<file path="src/rtl/uart_tx_arbiter_if.sv">
// Requester/FIFO-side bundle for uart_tx_arbiter: NREQ byte streams in, one TX FIFO write port out.
// master = requesters plus FIFO status (environment side), slave = the arbiter.
interface uart_tx_arbiter_if #(
  parameter int unsigned NREQ = 4,
  parameter int unsigned DW   = 8
);
  logic [NREQ-1:0]    req;
  logic [NREQ-1:0]    last;
  logic [NREQ*DW-1:0] data;
  logic [NREQ-1:0]    ack;
  logic               fifo_full;
  logic               fifo_wr;
  logic [DW-1:0]      fifo_wdata;

  modport master (
    output req, last, data, fifo_full,
    input  ack, fifo_wr, fifo_wdata
  );

  modport slave (
    input  req, last, data, fifo_full,
    output ack, fifo_wr, fifo_wdata
  );
endinterface

</file>
<file path="src/rtl/uart_tx_arbiter.sv">
// Round-robin, message-locked arbiter sharing one UART TX FIFO write port among NREQ byte streams.
// Optional stalled-grant revocation is compiled in with `define TX_ARB_TIMEOUT_EN.
module uart_tx_arbiter #(
  parameter int unsigned NREQ      = 4,
  parameter int unsigned DW        = 8,
  parameter int unsigned MAX_BURST = 16,
  parameter int unsigned TIMEOUT   = 64
) (
  input  logic             clk,
  input  logic             reset,
  uart_tx_arbiter_if.slave bus,
  output logic [2:0]       grant_id,
  output logic             busy,
  output logic [NREQ-1:0]  abort
);

  localparam int unsigned IW = (NREQ > 1) ? $clog2(NREQ) : 1;

  if (NREQ < 2 || NREQ > 8) begin : g_bad_nreq
    $error("uart_tx_arbiter: NREQ must be 2..8");
  end
  if (MAX_BURST < 1 || MAX_BURST > 255) begin : g_bad_burst
    $error("uart_tx_arbiter: MAX_BURST must be 1..255");
  end
  if (TIMEOUT < 2) begin : g_bad_timeout
    $error("uart_tx_arbiter: TIMEOUT must be at least 2");
  end

  typedef enum logic {
    S_IDLE,
    S_GRANT
  } state_t;

  state_t             r_state;
  state_t             w_state_nxt;
  logic [2:0]         r_rr_ptr;
  logic [2:0]         r_grant_id;
  logic [7:0]         r_cnt;

  logic [NREQ-1:0]    w_req;
  logic [NREQ-1:0]    w_last;
  logic [NREQ*DW-1:0] w_data;
  logic               w_full;
  logic [DW-1:0]      w_bytes [NREQ];

  logic [3:0]         w_idx;
  logic [2:0]         w_pick;
  logic               w_any;
  logic [IW-1:0]      w_gsel;
  logic               w_owner_req;
  logic               w_owner_last;

  logic               w_wr;
  logic [NREQ-1:0]    w_ack;
  logic [DW-1:0]      w_wdata;
  logic               w_release;
  logic               w_timeout;
  logic [NREQ-1:0]    w_abort;

  assign w_req  = bus.req;
  assign w_last = bus.last;
  assign w_data = bus.data;
  assign w_full = bus.fifo_full;

  always_comb begin
    for (int unsigned i = 0; i < NREQ; i++) begin
      w_bytes[i] = w_data[i*DW +: DW];
    end
  end

  // First requester strictly after r_rr_ptr, wrapping, so the last owner ranks lowest.
  always_comb begin
    w_pick = '0;
    w_any  = 1'b0;
    w_idx  = '0;
    for (int unsigned k = 1; k <= NREQ; k++) begin
      w_idx = 4'(r_rr_ptr) + 4'(k);
      if (w_idx >= 4'(NREQ)) begin
        w_idx = w_idx - 4'(NREQ);
      end
      if (!w_any && w_req[w_idx[IW-1:0]]) begin
        w_any  = 1'b1;
        w_pick = w_idx[2:0];
      end
    end
  end

  assign w_gsel       = r_grant_id[IW-1:0];
  assign w_owner_req  = w_req[w_gsel];
  assign w_owner_last = w_last[w_gsel];
  assign w_release    = w_wr & (w_owner_last | (r_cnt == 8'(MAX_BURST - 1)));

  // State register
  always_ff @(posedge clk or negedge reset) begin
    if (!reset) begin
      r_state <= S_IDLE;
    end else begin
      r_state <= w_state_nxt;
    end
  end

  // Next-state logic
  always_comb begin
    w_state_nxt = r_state;
    case (r_state)
      S_IDLE:  if (w_any) w_state_nxt = S_GRANT;
      S_GRANT: if (w_release || w_timeout) w_state_nxt = S_IDLE;
      default: w_state_nxt = S_IDLE;
    endcase
  end

  // Output logic: only the owner can write, and only while the FIFO has room
  always_comb begin
    w_wr    = 1'b0;
    w_ack   = '0;
    w_wdata = '0;
    if (r_state == S_GRANT) begin
      w_wr = w_owner_req & ~w_full;
      if (w_wr) begin
        w_ack[w_gsel] = 1'b1;
        w_wdata       = w_bytes[w_gsel];
      end
    end
  end

  always_ff @(posedge clk or negedge reset) begin
    if (!reset) begin
      r_rr_ptr   <= 3'(NREQ - 1);
      r_grant_id <= '0;
      r_cnt      <= '0;
    end else if (r_state == S_IDLE) begin
      if (w_any) begin
        r_grant_id <= w_pick;
        r_cnt      <= '0;
      end
    end else if (w_release || w_timeout) begin
      r_rr_ptr <= r_grant_id;
      r_cnt    <= '0;
    end else if (w_wr) begin
      r_cnt <= r_cnt + 8'd1;
    end
  end

`ifdef TX_ARB_TIMEOUT_EN
  localparam int unsigned TW = $clog2(TIMEOUT);

  logic [TW-1:0] r_tmo;
  logic          w_stall;

  // Only cycles where the owner withholds data count; a full FIFO is not the owner's fault.
  assign w_stall   = (r_state == S_GRANT) & ~w_owner_req & ~w_full;
  assign w_timeout = w_stall & (r_tmo == TW'(TIMEOUT - 1));

  always_ff @(posedge clk or negedge reset) begin
    if (!reset) begin
      r_tmo <= '0;
    end else if ((r_state != S_GRANT) || w_wr || w_timeout) begin
      r_tmo <= '0;
    end else if (w_stall) begin
      r_tmo <= r_tmo + 1'b1;
    end
  end

  always_comb begin
    w_abort = '0;
    if (w_timeout) begin
      w_abort[w_gsel] = 1'b1;
    end
  end
`else
  assign w_timeout = 1'b0;
  assign w_abort   = '0;
`endif

  assign bus.fifo_wr    = w_wr;
  assign bus.fifo_wdata = w_wdata;
  assign bus.ack        = w_ack;
  assign grant_id       = r_grant_id;
  assign busy           = (r_state == S_GRANT);
  assign abort          = w_abort;

endmodule

</file>
<file path="src/flat_wrapper.sv">
// flat-port wrapper written by rule: the top's interface ports become plain ports
module uart_tx_arbiter_flat 
#(
  parameter int unsigned NREQ      = 4,
  parameter int unsigned DW        = 8,
  parameter int unsigned MAX_BURST = 16,
  parameter int unsigned TIMEOUT   = 64
)
  (clk, reset, grant_id, busy, abort, bus_req, bus_last, bus_data, bus_fifo_full, bus_ack, bus_fifo_wr, bus_fifo_wdata);
  uart_tx_arbiter_if #(.NREQ(NREQ), .DW(DW)) bus_i ();
  input  logic clk;
  input  logic reset;
  output logic [2:0] grant_id;
  output logic busy;
  output logic [NREQ-1:0] abort;
  input wire logic [$bits(bus_i.req)-1:0] bus_req;
  input wire logic [$bits(bus_i.last)-1:0] bus_last;
  input wire logic [$bits(bus_i.data)-1:0] bus_data;
  input wire logic [$bits(bus_i.fifo_full)-1:0] bus_fifo_full;
  output wire logic [$bits(bus_i.ack)-1:0] bus_ack;
  output wire logic [$bits(bus_i.fifo_wr)-1:0] bus_fifo_wr;
  output wire logic [$bits(bus_i.fifo_wdata)-1:0] bus_fifo_wdata;
  assign bus_i.req = bus_req;
  assign bus_i.last = bus_last;
  assign bus_i.data = bus_data;
  assign bus_i.fifo_full = bus_fifo_full;
  assign bus_ack = bus_i.ack;
  assign bus_fifo_wr = bus_i.fifo_wr;
  assign bus_fifo_wdata = bus_i.fifo_wdata;
  uart_tx_arbiter #(.NREQ(NREQ), .DW(DW), .MAX_BURST(MAX_BURST), .TIMEOUT(TIMEOUT)) u_core (.clk(clk), .reset(reset), .bus(bus_i), .grant_id(grant_id), .busy(busy), .abort(abort));
endmodule
</file>
<file path="config.mk">
export PLATFORM = sky130hd
export DESIGN_NAME = uart_tx_arbiter_flat
export DESIGN_NICKNAME = d
export VERILOG_FILES = /design/src/rtl/uart_tx_arbiter_if.sv /design/src/rtl/uart_tx_arbiter.sv /design/src/flat_wrapper.sv
export SDC_FILE = /design/constraint.sdc
export NUM_CORES = 1
export LEC_CHECK = 0
export CORE_AREA = 2 2 93 59
export CTS_CLUSTER_DIAMETER = 40
export DETAILED_ROUTE_END_ITERATION = 8
export DIE_AREA = 0 0 95 61
export SLEW_MARGIN = 40
export SYNTH_ARGS = -nofsm -noshare
export SYNTH_HDL_FRONTEND = slang
export SYNTH_SLANG_ARGS = --single-unit
</file>
<file path="constraint.sdc">
create_clock -name clk -period 5.4 [get_ports clk]
set_clock_uncertainty 0.1 [all_clocks]
set_input_delay 1.08 -clock clk [delete_from_list [all_inputs] [get_ports clk]]
set_output_delay 1.08 -clock clk [all_outputs]
set_load 0.1 [all_outputs]
</file>
==> qor.txt <==
status = finished clean
DIE WIDTH = 95 um
WP buf/inv = 3
highest clock rate = 0.229 GHz
RD Place Congestion = 0.824
CP Class = in -> out
routed vias = 1,339
total wire length after detailed routing = 3760 um
post-cts sizing count = 0
TritonCTS clock tree = done
io pins = 64
crit-path max cell delay = 0.52 ns
Critical Path End Type = primary output
Synth top area share = 22.5%
DR vias/cell = 5.11
CP Data Required Time = 4.22 ns
met3 Use GR = 4.97%
GRT Total Usage = 13.5%
placed cell area = 0.00200 mm2
DP Wirelength = 2930 um
# nets final = 243
Synth Area in XOR/XNOR = 0%
n_diodes = 0
initial antenna violation count = 0
list of most frequent post-synthesis cells = dfrtp_1, mux4_2, nand3_1
# setup viols final = 0
Worst Hold Endpoint = u_core.r_rr_ptr[2]
post-route ant nets = 0
Fin Setup TNS = 0 ns
clk sinks = 15
CP Data Arrival Time = 3.19 ns
TritonCTS Buffers = 3
CTS clock-pin slew for the worst setup and hold paths = 0.06 ns
worst min path class = reg -> reg
area of the multi-input gates = 963 um2
ys async rst share = 100%
Critical R2R Launch = u_core.r_rr_ptr[0]
fillers = 502
fin crit share = 80.9%
Row Count = 20
grt ovf = 0
clock latency on the worst-skew pair = 0.25 ns
multiplexer area fraction after synthesis = 27.4%
post-synthesis adder-cell area fraction = 2.60%
Most Crowded Layer GR = met1
core box area = 0.00493 mm2
Tmin final = 4.37 ns
RSZ-0062 raised after global routing = no
first-pass GRT wire length = 5930 um
Yosys warning count = 0
Hold Buf Count CTS = 0
Main synth FF type = dfrtp_1
Cell variety after synth = 41
capturing point of the worst reg2reg path = u_core.grant_id[1]
reg-to-reg slack, setup = 2.35 ns
Slowest-stage cell, CP = mux4_2
GRT met1 Usage = 20.1%
fin area = 0.00205 mm2
Final Max Slew Viols = 0
startpoint class of the critical path = primary input
Seq cells post-synth = 15
largest net degree at the start of global routing = 20
largest family of logic cells by synthesized area = multiplexers
Yosys top cell by area = dfrtp_1
Clock H-tree levels = 1
pwr dens = 564 mW/mm2
Cells on Worst Hold Path = 1
complex-gate fraction of the synthesized area = 14.9%
Setup Buffers After CTS = 0
mapped cell area = 0.00145 mm2
number of synthesized flops with an enable pin = 0
register area = 378 um2
drt pass-1 iters = 4
DRC Markers = 0
drt wl/cell = 14.4 um
main area contributors after synthesis = dfrtp_1, mux4_2, nand3_1
register area share after synthesis = 26.1%
Leak = 0.842 nW
Worst path depth = 6
Bufs on Longest Clock Path = 2
hold path start = u_core.r_rr_ptr[2]
Top delay family on crit path = buffers and inverters
IO Port Bufs = 59
die area = 0.00580 mm2
layout cells sized above 1 = 23.5%
Post-Synthesis Cells = 142
R2R depth = 6
maximum resistive drop on vdd = 0.000273 V
met2 GRT Util = 19.1%
Die H = 61 um
syn_area_per_cell = 10.2 um2
Synth Area in Simple Gates = 20.8%
Starting Density = 29.3%
Synth-to-Final Area Change = 41.7%
clk root buf = clkbuf_8
Final Hold Viols = 0
max_cap viols = 0
vias in the first global route = 1,182
Max FO, Critical Path = 19
worst-margin pin slew = 0.723 ns
DR iter-0 viols = 82
Slew HR = 51.6%
crit path cell chain = clkdlybuf4s50_1 -> mux4_2 -> nand3b_1 -> inv_2 -> and3_1 -> buf_4
## flip-flops by register name, indices dropped and copies added, names as in the netlist
register,cells
u_core.r_cnt,8
u_core.grant_id,3
u_core.r_rr_ptr,3
u_core.busy,1
## placed cells by master, fill, tap and decap left out, types with 2 or more instances in the layout
| cell type | n |
|---|---|
| and2_1 | 8 |
| and3_1 | 4 |
| buf_2 | 4 |
| buf_4 | 14 |
| clkbuf_8 | 3 |
| clkdlybuf4s50_1 | 42 |
| conb_1 | 4 |
| dfrtp_1 | 13 |
| dfstp_2 | 2 |
| ha_1 | 3 |
| inv_1 | 7 |
| inv_2 | 2 |
| mux2_1 | 4 |
| mux2i_1 | 2 |
| mux4_2 | 13 |
| nand2_1 | 11 |
| nand2b_1 | 4 |
| nand3_1 | 12 |
| nand4_1 | 2 |
| nor2_1 | 6 |
| nor3_1 | 3 |
| nor4_1 | 3 |
| o211ai_1 | 2 |
| o211ai_2 | 4 |
| o21ai_0 | 3 |
| o21ai_1 | 2 |
| o311ai_1 | 2 |
| o31ai_1 | 3 |
## report_power, final
part / switching (mW) / internal, mW / leakage, nW / total, mW
clock: 0.0388 / 0.0523 / 0.0228 / 0.0911
sequential: 0.0797 / 0.156 / 0.176 / 0.235
combinational: 0.537 / 0.291 / 0.643 / 0.828
total: 0.656 / 0.499 / 0.842 / 1.15
## logic make-up (layout without fill, tap and decap cells)
kind of cell / after synthesis / after routing
adder cells (fa/ha/maj): 3 / 3
buffers and inverters: 22 / 73
multiplexers: 21 / 21
AND/OR/NAND/NOR: 57 / 57
flip-flops: 15 / 15
other: 1 / 4
AO/OA/AOI/OAI: 23 / 23
## area by class of cell
type / count / share of cell area, %
clock buffers: 4 / 2.20
inverters: 9 / 1.65
multi-input cells: 108 / 47.0
flip-flops and latches: 15 / 18.4
well taps: 66 / 4.03
repair buffers: 60 / 26.6
## worst max path at each step
stage,start,end,slack [ns]
6_report,bus_req[3],bus_ack[3],1.03
5_1_grt,bus_req[1],bus_ack[3],0.89
4_1_cts,bus_req[1],bus_ack[3],1.03
3_5_place_dp,bus_req[1],bus_ack[3],1.03
3_3_place_gp,bus_req[1],bus_ack[3],1.05
2_1_floorplan,u_core.grant_id[0],bus_ack[1],0.03
## routing by layer
metal	wire, um	part of all wire (%)	vias up
met1	1800	48	624
met2	1410	37	73
met3	533	14	2
met5	0	0	-
li1	-	-	640
met4	13	0.35	0
## stage by stage
| step | hold slack (ns) | setup WS, ns | util (%) | power, mW | instances |
|---|---|---|---|---|---|
| 4_1_cts | 0.392 | 1.03 | 41.5 | 1.16 | 262 |
| 2_1_floorplan | 0.351 | 0.0266 | - | 0.914 | 145 |
| 3_5_place_dp | 0.376 | 1.03 | 40.6 | 1.07 | 258 |
| 5_1_grt | 0.414 | 0.892 | 41.5 | 1.24 | 262 |
| 6_report | 0.390 | 1.03 | 41.5 | 1.15 | 262 |
| 3_3_place_gp | 0.369 | 1.05 | 41.0 | 1.08 | 258 |
(Power assumes the default switching activity.)
